==> src/rtl/kme_apb_master.sv <==
// APB3 initiator for the KME register bus: turns single valid/ready register
// commands into APB transactions and returns data/status on a response channel.
module kme_apb_master #(
  parameter int ADDR_W         = 20,
  parameter int DATA_W         = 32,
  parameter int TIMEOUT_CYCLES = 1024,
  parameter int CNT_W          = 16
) (
  input  logic              clk,
  input  logic              rst,
  input  logic              cmd_valid,
  output logic              cmd_ready,
  input  logic              cmd_write,
  input  logic [ADDR_W-1:0] cmd_addr,
  input  logic [DATA_W-1:0] cmd_wdata,
  output logic              rsp_valid,
  input  logic              rsp_ready,
  output logic [DATA_W-1:0] rsp_rdata,
  output logic              rsp_slverr,
  output logic              rsp_timeout,
  output logic [ADDR_W-1:0] apb_paddr,
  output logic              apb_psel,
  output logic              apb_penable,
  output logic              apb_pwrite,
  output logic [DATA_W-1:0] apb_pwdata,
  input  logic [DATA_W-1:0] apb_prdata,
  input  logic              apb_pready,
  input  logic              apb_pslverr,
  output logic              busy,
  output logic [CNT_W-1:0]  txn_count
);

  typedef enum logic [1:0] {IDLE, SETUP, ACCESS, RESP} state_t;

  localparam bit               TO_EN   = (TIMEOUT_CYCLES != 0);
  localparam logic [CNT_W-1:0] TO_LAST = CNT_W'(TIMEOUT_CYCLES - 1);

  state_t              state_q, state_d;
  logic [ADDR_W-1:0]   paddr_q, paddr_d;
  logic                psel_q, psel_d;
  logic                penable_q, penable_d;
  logic                pwrite_q, pwrite_d;
  logic [DATA_W-1:0]   pwdata_q, pwdata_d;
  logic                rsp_valid_q, rsp_valid_d;
  logic [DATA_W-1:0]   rsp_rdata_q, rsp_rdata_d;
  logic                rsp_slverr_q, rsp_slverr_d;
  logic                rsp_timeout_q, rsp_timeout_d;
  logic [CNT_W-1:0]    txn_count_q, txn_count_d;
  logic [CNT_W-1:0]    wait_q, wait_d;

  always_comb begin
    state_d       = state_q;
    paddr_d       = paddr_q;
    psel_d        = psel_q;
    penable_d     = penable_q;
    pwrite_d      = pwrite_q;
    pwdata_d      = pwdata_q;
    rsp_valid_d   = rsp_valid_q;
    rsp_rdata_d   = rsp_rdata_q;
    rsp_slverr_d  = rsp_slverr_q;
    rsp_timeout_d = rsp_timeout_q;
    txn_count_d   = txn_count_q;
    wait_d        = wait_q;
    case (state_q)
      IDLE: begin
        if (cmd_valid) begin
          paddr_d  = cmd_addr;
          pwrite_d = cmd_write;
          pwdata_d = cmd_write ? cmd_wdata : '0;
          psel_d   = 1'b1;
          wait_d   = '0;
          state_d  = SETUP;
        end
      end
      SETUP: begin
        penable_d = 1'b1;
        state_d   = ACCESS;
      end
      ACCESS: begin
        // pready wins over an expiring timeout in the same cycle
        if (apb_pready) begin
          psel_d        = 1'b0;
          penable_d     = 1'b0;
          rsp_valid_d   = 1'b1;
          rsp_rdata_d   = (!pwrite_q && !apb_pslverr) ? apb_prdata : '0;
          rsp_slverr_d  = apb_pslverr;
          rsp_timeout_d = 1'b0;
          state_d       = RESP;
        end else if (TO_EN && (wait_q == TO_LAST)) begin
          psel_d        = 1'b0;
          penable_d     = 1'b0;
          rsp_valid_d   = 1'b1;
          rsp_rdata_d   = '0;
          rsp_slverr_d  = 1'b1;
          rsp_timeout_d = 1'b1;
          state_d       = RESP;
        end else begin
          wait_d = wait_q + CNT_W'(1);
        end
      end
      RESP: begin
        if (rsp_ready) begin
          rsp_valid_d = 1'b0;
          txn_count_d = txn_count_q + CNT_W'(1);
          state_d     = IDLE;
        end
      end
      default: state_d = IDLE;
    endcase
  end

  always_ff @(posedge clk) begin
    if (rst) begin
      state_q       <= IDLE;
      paddr_q       <= '0;
      psel_q        <= 1'b0;
      penable_q     <= 1'b0;
      pwrite_q      <= 1'b0;
      pwdata_q      <= '0;
      rsp_valid_q   <= 1'b0;
      rsp_rdata_q   <= '0;
      rsp_slverr_q  <= 1'b0;
      rsp_timeout_q <= 1'b0;
      txn_count_q   <= '0;
      wait_q        <= '0;
    end else begin
      state_q       <= state_d;
      paddr_q       <= paddr_d;
      psel_q        <= psel_d;
      penable_q     <= penable_d;
      pwrite_q      <= pwrite_d;
      pwdata_q      <= pwdata_d;
      rsp_valid_q   <= rsp_valid_d;
      rsp_rdata_q   <= rsp_rdata_d;
      rsp_slverr_q  <= rsp_slverr_d;
      rsp_timeout_q <= rsp_timeout_d;
      txn_count_q   <= txn_count_d;
      wait_q        <= wait_d;
    end
  end

  assign cmd_ready   = (state_q == IDLE);
  assign busy        = (state_q != IDLE);
  assign apb_paddr   = paddr_q;
  assign apb_psel    = psel_q;
  assign apb_penable = penable_q;
  assign apb_pwrite  = pwrite_q;
  assign apb_pwdata  = pwdata_q;
  assign rsp_valid   = rsp_valid_q;
  assign rsp_rdata   = rsp_rdata_q;
  assign rsp_slverr  = rsp_slverr_q;
  assign rsp_timeout = rsp_timeout_q;
  assign txn_count   = txn_count_q;

endmodule

==> config.mk <==
export PLATFORM = sky130hd
export DESIGN_NAME = kme_apb_master
export DESIGN_NICKNAME = d
export VERILOG_FILES = /design/src/rtl/kme_apb_master.sv
export SDC_FILE = /design/constraint.sdc
export NUM_CORES = 1
export LEC_CHECK = 0
export CORE_MARGIN = 8
export CORE_UTILIZATION = 39
export DETAILED_ROUTE_END_ITERATION = 7
export PLACE_DENSITY = 0.89
export SLEW_MARGIN = 20
export SYNTH_ARGS = -nofsm -noshare
export SYNTH_HDL_FRONTEND = slang
export SYNTH_SLANG_ARGS = --single-unit
==> constraint.sdc <==
create_clock -name clk -period 1.8 [get_ports clk]
set_clock_uncertainty 0.05 [all_clocks]
set_input_delay 0.18 -clock clk [delete_from_list [all_inputs] [get_ports clk]]
set_output_delay 0.18 -clock clk [all_outputs]
set_load 0.05 [all_outputs]
==> impl_metrics.toml, run 1 <==
[run_status]
status = "finished with violations"
violations = "setup timing"

[power]
p_per_area_nw_per_um2 = 1189
ir_worst_vdd_uv = 932.0
p_total_mw = 9.251
p_leak_nw = 3.382

[placed_design]
post_dp_cell_area_um2 = 7126
routabilityCongestion = 0.8938
hpwl_mm = 11.52
io_buffers = 198
dp_slack_ns = -0.1561

[logic_synthesis]
yosys.cell_types.count = 48
yosys_register_bits = 124
syn_inst = 547
syn-num-nets = 644
syn_avg_cell_area_um2 = 8.857
synthFlopType = "dfxtp_1"
ys_warn_count = 0
yosysSeqAreaShare_pct = 51.24
synth_edf_count = 0
netlist_area_um2 = 4845
synth-async-reset-ratio_pct = 0

[cells_and_area]
layout_common_cells = "dfxtp_1 (121), clkdlybuf4s50_1 (90), nand2_1 (85), dlygate4sd2_1 (73)"
fin_area_um2 = 7784
drive_gt1_share_pct = 17.07
layout_commonest_cell = "dfxtp_1"
fin_util_pct = 64.53
nNetsFinal = 863
syn_to_final_growth_pct = 60.67
n_fill_cell = 962
diodes = 0

[global_routing]
grt_pass1_vias = 4830
grt_use_total_pct = 19.41
grt_max_degree = 55
grt.overflow.total = 0
grt_pass1_wl_mm = 24.74
antenna_found_initial = 0

[die]
fp.dieArea_um2 = 16240
rows = 40
pin_count = 199
die_w_um = 127.5
start_util_pct = 40.17
core_area_um2 = 12060
chipHeight_um = 127.5

[clock_network]
tritoncts = "built"
numCtsBuffers = 17
cts.path.max_buffers = 2
cts.clk_slew.worst_paths_ns = 0.06
clockRootBuffer = "clkbuf_16"
htreeDepth = 4
clock-sinks = 124
insertion_delay_ns = 0.42
cts_hold_buf = 0

[detailed_routing]
via_per_inst = 5.137
first_pass_iters = 4
drt-initial-drc-count = 295
vias = 4865
antenna_left = 0
drc = 0
drt-total-wl_mm = 16.07
routedWlPerCell_um = 16.97

[timing]
whs_ns = 0.1068
setup_ws_ns = -0.03373
hold_viol_final = 0
setup_violations = 5
max_clock_freq_mhz = 545.3
fin_crit_sh_pct = 101.9
rsz0062_at_grt = "true"
tightest_slew_ns = 0.5447
period_needed_ns = 1.834
drv_slew = 0
relSlewSlack_pct = 63.83

[critical_path]
rrSetupSlack_ns = -0.03
crit_buf_inv = 1
path_delay_family = "simple AND/OR/NAND/NOR gates"
critical_path_class = "reg2reg"
crit_path_max_incr_delay_ns = 0.45
crit_path_cell_trace = "inv_2 > ha_4 > mux2i_4 > or2_4 > or3_4 > o31ai_1"
worstPathMaxFanout = 7
cp_slowest_cell = "or3_4"
r2r_cells = 6
r2r-start = "state_q[1]"
worst_setup_path_start_kind = "register"
crit_required_ns = 2.08
rr_endpoint = "wait_q[12]"
crit_path_end_kind = "register"
critical_path_arrival_ns = 2.11

[job]
cap_violations = 0

[worst_hold_path]
hold_class = "in2reg"
min-delay-start = "rst"
min_path_cells = 2
holdPathEnd = "txn_count[1]"
[state kept, by name, summed over array words and instances (netlist names), 2 cells and up]
register	cells
apb_pwdata	32
apb_paddr	20
wait_q	16
rsp_rdata	32
txn_count	16
state_q	2
[Yosys cell counts (2+ instances only)]
cell type	number	area [um^2]
and3_1	8	50.05
nand4_1	12	75.07
o21ai_0	19	95.09
nor2_1	35	131.4
nor3_1	4	20.02
a31oi_1	2	12.51
xor2_1	11	96.34
mux2i_1	3	30.03
ha_1	6	75.07
buf_2	4	20.02
clkbuf_1	21	78.83
nor2b_1	3	18.77
nor4_1	2	12.51
nand3_1	44	220.2
inv_1	8	30.03
a211oi_1	2	15.01
dfxtp_1	124	2482
a22o_1	28	245.2
a21oi_1	64	320.3
buf_6	5	56.30
o31ai_1	5	37.54
o211ai_1	2	15.01
and2_1	3	18.77
nand2b_1	7	43.79
o31ai_2	2	25.02
o21bai_1	2	15.01
xnor2_1	7	61.31
buf_1	9	33.78
nand2_1	86	322.8
[routing by layer]
layer,vias to the layer above,routed length [um],track usage [%]
met3,38,1539,9.027
li1,2353,-,-
met1,2297,5836,19.68
met5,-,0,0
met2,177,8240,33.63
met4,0,452,8.467
[logic make-up (layout without fill, tap and decap cells)]
| group | Yosys count | in the layout | share of synthesized area (%) |
|---|---|---|---|
| XOR/XNOR | 18 | 18 | 3.254 |
| multiplexers | 3 | 3 | 0.6199 |
| AND/OR/NAND/NOR | 215 | 215 | 21.20 |
| adder cells (fa/ha/maj) | 6 | 6 | 1.550 |
| AO/OA/AOI/OAI | 134 | 135 | 17.61 |
| buffers and inverters | 47 | 278 | 4.520 |
| flip-flops | 124 | 124 | 51.24 |
[cell type report]
type | instances | area (um^2) | area share, %
clock buffers | 23 | 498.0 | 6.398
clock inverters | 9 | 108.9 | 1.398
inverters | 8 | 30.03 | 0.3858
multi-input cells | 377 | 2271 | 29.18
flip-flops and latches | 124 | 2486 | 31.94
well taps | 168 | 210.2 | 2.701
repair buffers | 238 | 2180 | 28.00
[stage by stage]
| stage | cells | TNS, ns |
|---|---|---|
| finish | 947 | -0.04758 |
| global route | 947 | -0.6066 |
| CTS | 946 | 0 |
| detailed placement | 912 | -3.715 |
| global placement | 912 | -3.185 |
| floorplan | 547 | -0.1244 |
[worst max path at each step]
stage	end	slack, ns	cells after the start	from
floorplan	wait_q[12]	-0.03	7	state_q[0]
global placement	wait_q[12]	-0.11	5	cmd_valid
detailed placement	wait_q[12]	-0.16	5	cmd_valid
CTS	apb_paddr[18]	0.0006	8	state_q[1]
global route	wait_q[14]	-0.1	8	state_q[1]
finish	wait_q[12]	-0.03	6	state_q[1]
[report_power, final]
| part | switching, mW | leakage (nW) | internal (mW) |
|---|---|---|---|
| Clock | 1.22 | 0.288 | 2.22 |
| Combinational | 1.76 | 2.09 | 0.958 |
| Sequential | 0.118 | 1.01 | 2.97 |
[timing repair]
item	4_1_cts	5_1_grt
endpoints found under the setup margin	147	77
buffers inserted	2	1
gates cloned	1	0
pin swaps	5	6
gates resized for setup	81	23
(Power assumes the default switching activity.)
==> inputs of run 2 (changes only) <==
SLEW_MARGIN = 40   (was 20)
==> results of run 2 <==
No change in the layout: final DEF, timing and power equal those of run 1.
